===== src/rtl/text_line_fetch8x8.sv =====
// Prefetches one text row per scanline into a ping-pong line buffer; fetch issues one cell per cycle
// and lands in the fill buffer 3 cycles later. The display path is 2 cycles and has no backpressure.
module text_line_fetch8x8 #(
  parameter int COLS       = 80,
  parameter int ROWS       = 60,
  parameter int ADDR_WIDTH = 13,
  parameter int DATA_WIDTH = 16
) (
  input  logic                  clk,
  input  logic                  rst_n,
  input  logic                  line_start,
  input  logic [8:0]            line_y,
  input  logic [9:0]            pixel_x,
  input  logic                  de,
  output logic [ADDR_WIDTH-1:0] ta_addr,
  output logic                  ta_rd,
  input  logic [DATA_WIDTH-1:0] ta_data,
  output logic [10:0]           font_addr,
  input  logic [7:0]            font_data,
  output logic [3:0]            pixel_color,
  output logic                  pixel_valid,
  output logic                  busy,
  output logic                  overrun
);

  localparam int CW = $clog2(COLS);

  typedef enum logic [1:0] {IDLE, FETCH, DRAIN} state_t;

  state_t                state_q, state_d;
  logic [CW-1:0]         col_q;
  logic                  drain_q;
  logic [ADDR_WIDTH-1:0] base_q, base_n;
  logic [2:0]            ly_q;
  logic                  sel_q;
  logic                  in_range;

  assign in_range = 32'(line_y) < ROWS * 8;
  assign base_n   = ADDR_WIDTH'(line_y[8:3]) * ADDR_WIDTH'(COLS);

  always_comb begin
    state_d = state_q;
    busy    = (state_q != IDLE);
    ta_rd   = (state_q == FETCH);
    ta_addr = '0;
    if (ta_rd) ta_addr = base_q + ADDR_WIDTH'(col_q);
    if (line_start) begin
      state_d = in_range ? FETCH : IDLE;
    end else begin
      case (state_q)
        FETCH:   if (col_q == CW'(COLS - 1)) state_d = DRAIN;
        DRAIN:   if (drain_q) state_d = IDLE;
        default: ;
      endcase
    end
  end

  always_ff @(posedge clk or negedge rst_n) begin
    if (!rst_n) begin
      state_q <= IDLE;
      col_q   <= '0;
      drain_q <= 1'b0;
      base_q  <= '0;
      ly_q    <= '0;
      sel_q   <= 1'b0;
      overrun <= 1'b0;
    end else begin
      state_q <= state_d;
      if (line_start) begin
        sel_q   <= ~sel_q;
        col_q   <= '0;
        drain_q <= 1'b0;
        if (busy) overrun <= 1'b1;
        if (in_range) begin
          base_q <= base_n;
          ly_q   <= line_y[2:0];
        end
      end else if (state_q == FETCH) begin
        col_q <= col_q + 1'b1;
      end else if (state_q == DRAIN) begin
        drain_q <= 1'b1;
      end
    end
  end

  // Fetch pipeline; a line_start kills every in-flight cell of the old row.
  logic          s1_vld, s2_vld;
  logic [CW-1:0] s1_col, s2_col;
  logic [3:0]    s2_fg, s2_bg;
  logic          wr_en;

  assign font_addr = s1_vld ? {ta_data[7:0], ly_q} : 11'd0;
  assign wr_en     = s2_vld & ~line_start;

  always_ff @(posedge clk or negedge rst_n) begin
    if (!rst_n) begin
      s1_vld <= 1'b0;
      s2_vld <= 1'b0;
      s1_col <= '0;
      s2_col <= '0;
      s2_fg  <= '0;
      s2_bg  <= '0;
    end else begin
      s1_vld <= ta_rd & ~line_start;
      s1_col <= col_q;
      s2_vld <= s1_vld & ~line_start;
      s2_col <= s1_col;
      s2_fg  <= ta_data[11:8];
      s2_bg  <= ta_data[15:12];
    end
  end

  // Entry layout {fg, bg, bits}; sel_q picks the display buffer, the other one fills.
  logic [15:0]   buf0 [COLS];
  logic [15:0]   buf1 [COLS];
  logic [15:0]   rd_dat;
  logic [CW-1:0] rd_idx;
  logic          col_ok;

  assign col_ok = 32'(pixel_x[9:3]) < COLS;
  assign rd_idx = col_ok ? CW'(pixel_x[9:3]) : '0;

  always_ff @(posedge clk) begin
    if (wr_en && sel_q)  buf0[s2_col] <= {s2_fg, s2_bg, font_data};
    if (wr_en && !sel_q) buf1[s2_col] <= {s2_fg, s2_bg, font_data};
    rd_dat <= sel_q ? buf1[rd_idx] : buf0[rd_idx];
  end

  logic       de_q, ok_q;
  logic [2:0] px_q;

  always_ff @(posedge clk or negedge rst_n) begin
    if (!rst_n) begin
      de_q        <= 1'b0;
      ok_q        <= 1'b0;
      px_q        <= '0;
      pixel_valid <= 1'b0;
      pixel_color <= '0;
    end else begin
      de_q        <= de;
      ok_q        <= col_ok;
      px_q        <= pixel_x[2:0];
      pixel_valid <= de_q;
      // ~px_q == 7 - px_q: bit 7 is the leftmost pixel.
      if (de_q && ok_q) pixel_color <= rd_dat[~px_q] ? rd_dat[15:12] : rd_dat[11:8];
      else              pixel_color <= 4'h0;
    end
  end

endmodule


===== config.mk =====
export PLATFORM = sky130hd
export DESIGN_NAME = text_line_fetch8x8
export DESIGN_NICKNAME = d
export VERILOG_FILES = /design/src/rtl/text_line_fetch8x8.sv
export SDC_FILE = /design/constraint.sdc
export NUM_CORES = 2
export LEC_CHECK = 0
export BUFFER_PORTS_ARGS = -buffer_cell sky130_fd_sc_hd__buf_2
export CAP_MARGIN = 5
export CORE_ASPECT_RATIO = 1.2
export CORE_MARGIN = 2
export CORE_UTILIZATION = 36
export DETAILED_ROUTE_END_ITERATION = 10
export PLACE_DENSITY = 0.53
export SLEW_MARGIN = 15
export SYNTH_ARGS = -nofsm -noshare
export SYNTH_HDL_FRONTEND = slang
export SYNTH_SLANG_ARGS = --single-unit

===== constraint.sdc =====
create_clock -name clk -period 2.93 [get_ports clk]
set_clock_uncertainty 0.05 [all_clocks]
set_input_delay 0.586 -clock clk [delete_from_list [all_inputs] [get_ports clk]]
set_output_delay 0.586 -clock clk [all_outputs]
set_load 0.05 [all_outputs]

==> results.md <==
* DP Area at 120000 um2
* Netlist Area Pre-Place at between 100000 and 150000 um2
* Outcome: finished, violations left
* DRC at 0
* Proportion of synthesized area in mux cells at 7.11%
* Crit Path Category: reg2out
* Slew Viols, Final at 0
* Critical path depth at 9
* # rows at 216
* Unrepaired setup endpoints after global routing: true
* FMAX at 301 MHz
* Primary FF master, synth: edfxtp_1
* Post-synth EDFFs at 2560
* Area grow syn2layout at 23.4%
* Worst path buffer plus inverter count at 2
* Nets at 7780
* Syn nets at 6650
* GR Overflow Total at 0
* Period utilisation layout at 114%
* Total Wirelength at 395 mm
* First-pass GRT wire length at roughly 540 mm
* Launch point of the worst path: col_q[4]
* Critical path endpoint category: output port
* Initial core utilization at 36.3%
* Synth async-reset ratio at 2.20%
* GPL Wtd Cong at 0.996
* Simple-Gate Fraction of Synth Area at roughly 6.6%
* Vias in the first global route at 65800
* Peak supply drop at about 0.00044 V
* Worst Reg-to-Reg Cells at 10
* Critical Path Fanout Max at 3
* Final critical-path required period at around 3300 ps
* Share of post-route cells with drive strength above 1 at 25.1%
* Critical path endpoint: ta_addr[10]
* Synth cell types at 92
* Top cells by area, synth: edfxtp_1 (73%), mux2i_1 (3.9%), nand2_1 (2.5%)
* Family with the most delay on the worst path: adder cells
* Worst-Margin Slew at 1070 ps
* First DRT Iteration DRCs at slightly below 9000
* Rel. slew slack at 26.7%
* Post-synth top area cell: edfxtp_1
* Pin count of the biggest net entering global routing at just over 90
* Register clock-pin slew on the reported worst setup and hold paths at 60 ps
* Layout Cells excl Fill at 11700
* Ports at 79
* Number of port buffers at 78
* Violated checks: negative setup slack
* PwrDens at 656 nW/um2
* Die area at a little under 300000 um2
* Placed insts at 11200
* Clock Path Buffers at 4
* Slowest cell on the critical path: dfrtp_1
* R2r endpoint: rd_dat[14]
* R2r setup slk at 180 ps
* Mean Syn Cell Area at 15.9 um2
* Detailed-route vias per instance at between 5 and 6
* Kind of start point of the critical path: register
* Worst Path Arrival at 2690 ps
* Reg2reg start: buf1[61][14]
* Main combinational cell family by area after synthesis: compound AO/OA/AOI/OAI gates
* CTS tree: yes
* Top cells by count, synth: edfxtp_1 (2560), nand2_1 (702), mux2i_1 (413), nor2_1 (303), a21oi_1 (277)
* HP Class: in2reg
* Seq/Total Area, Yosys at 75.1%
* Die width at 496 um
* Initial antenna violation count at 25
* Core area at 289000 um2
* CTS root buf: clkbuf_16
* Routed Antenna Nets at 0
* Clk Latency, worst-skew pair at about 860 ps
* Max Cap Viol at 0
* Adder-Cell Fraction of Synth Area at 0.182%
* CP peak stage delay at 360 ps
* XOR/XNOR Fraction of Synth Area at 0.125%
* CTS sink cnt at 2634
* Post-route design area at 129000 um2
* Share of the synthesized area in the top cell type at roughly three quarters
* Count of final setup violators at 11
* GRT Total Usage at 26.2%
* Fin util at 44.7%
* Vias post-DR at 68100
* Most common cell in the netlist: edfxtp_1
* H-tree depth at 5
* Syn Inst Count at 6589
* Yosys reg bits at ~2600
* Half-perimeter wire length after placement at 269 mm
* Total Power at 84.8 mW
* Routed WL per cell at 33.7 um
* CP required at about 2300 ps
* TritonRoute pass-1 iters at 6
* Die H at 595 um
* Pleak at between 40 and 50 nW
* Synth Area in Compound Gates at 8.59%
* Final WS setup at -397 ps
* Cell chain of the critical path: ha_2 -> inv_2 -> fa_2 -> nor2b_2 -> o21a_1 -> nand3_1 -> xor2_1 -> nor2_1 -> buf_6
* CTS Buf Count at 267
* Synth Warn # at 0
* Final Hold Viols at 0
## cells by family after synthesis
| group | after synthesis |
|---|---|
| simple gates | 1528 |
| fa+ha+maj | 14 |
| mux | 621 |
| buf+inv | 452 |
| xor+xnor | 15 |
| compound gates | 1325 |
| flops | 2634 |
## cell usage in the layout, fill, tap and decap left out, types with 18 or more instances in the layout
cell and count:
a2111oi_0 18, a211oi_1 142, a21oi_1 275, a221oi_1 34, a22oi_1 25, a311oi_1 32
a31oi_1 124, and2_1 84, and3_1 71, buf_12 279, buf_2 58, buf_4 928
bufinv_16 20, clkbuf_1 55, clkbuf_16 279, clkinv_1 37, clkinv_2 41, dfrtp_1 49
dlygate4sd3_1 19, edfxtp_1 2560, mux2_2 122, mux2i_1 413, mux4_2 86, nand2_1 701
nand2b_1 39, nand3_1 165, nand4_1 28, nor2_1 242, nor2_2 60, nor2b_1 41
nor3_1 31, o2111ai_1 27, o211ai_1 63, o21ai_0 185, o221ai_1 114, o22ai_1 89
## area by class of cell
| class | instances | area (um2) |
|---|---|---|
| antenna | 7 | 17.5 |
| clock inverter | 112 | 1100 |
| timing repair buffer | 1302 | 13200 |
| sequential | 2634 | 78700 |
| inverter | 11 | 62.6 |
| clock buffer | 345 | 7340 |
| fill | 25300 | 160000 |
| tap | 3815 | 4770 |
| multi-input combinational | 3503 | 24000 |
## report_power, final
group | leakage [nW] | internal (mW) | switching [mW]
logic | 16.2 | 3.12 | 5.87
clock network | 4.14 | 19.4 | 14.6
registers | 23.9 | 41.5 | 0.257
total | 44.2 | 64.1 | 20.7
## repair_timing
action / 4_1_cts / 5_1_grt
buffers inserted: 5 / 1
hold buffers: 19 / 0
setup endpoints to repair: 12 / 13
endpoints found under the hold margin: 50 / 0
gates resized for setup: 37 / 17
pin swaps: 11 / 13
## worst min path at each step
stage	to	from	slack, ps	cells after the start
2_1_floorplan	base_q[10]	rst_n	240	0
3_3_place_gp	s2_col[1]	s1_col[1]	280	0
3_5_place_dp	s2_col[3]	s1_col[3]	290	0
4_1_cts	base_q[6]	line_y[5]	50	3
5_1_grt	base_q[6]	line_y[5]	80	3
6_report	base_q[6]	line_y[5]	90	3
## per-layer routing
metal,global-route usage (%),vias up,share of wire [%]
met5,0,-,0.020
met4,15.2,12,6.8
met3,4.13,869,8.1
met2,42.0,3644,47
met1,33.7,35300,38
li1,-,28200,-
## worst register-to-register path: stages, from the launching register on
cell	delay (ps)
edfxtp_1	350
mux2_2	320
o21ai_1	420
buf_4	220
a31oi_1	70
a22oi_2	360
buf_4	210
a32oi_2	130
o22ai_1	230
buf_4	180
o22ai_1	60
## flip-flops by register name (all words and copies together), names as in the netlist, 7 cells and up
name    count
buf1     1280
buf0     1280
s1_col      7
col_q       7
rd_dat     16
base_q      9
s2_col      7
## metrics by stage
| step | TNS, ps | worst slack, ps | hold WS, ps |
|---|---|---|---|
| after floorplan | 0 | 28.9 | 240 |
| after global placement | -13740 | -1340 | 282 |
| after detailed placement | -13760 | -1360 | 290 |
| after CTS | -2010 | -461 | 51.2 |
| after global routing | -2570 | -558 | 81.4 |
| final | -1920 | -397 | 90.8 |
Note: power is estimated with default switching activity, not from simulation.
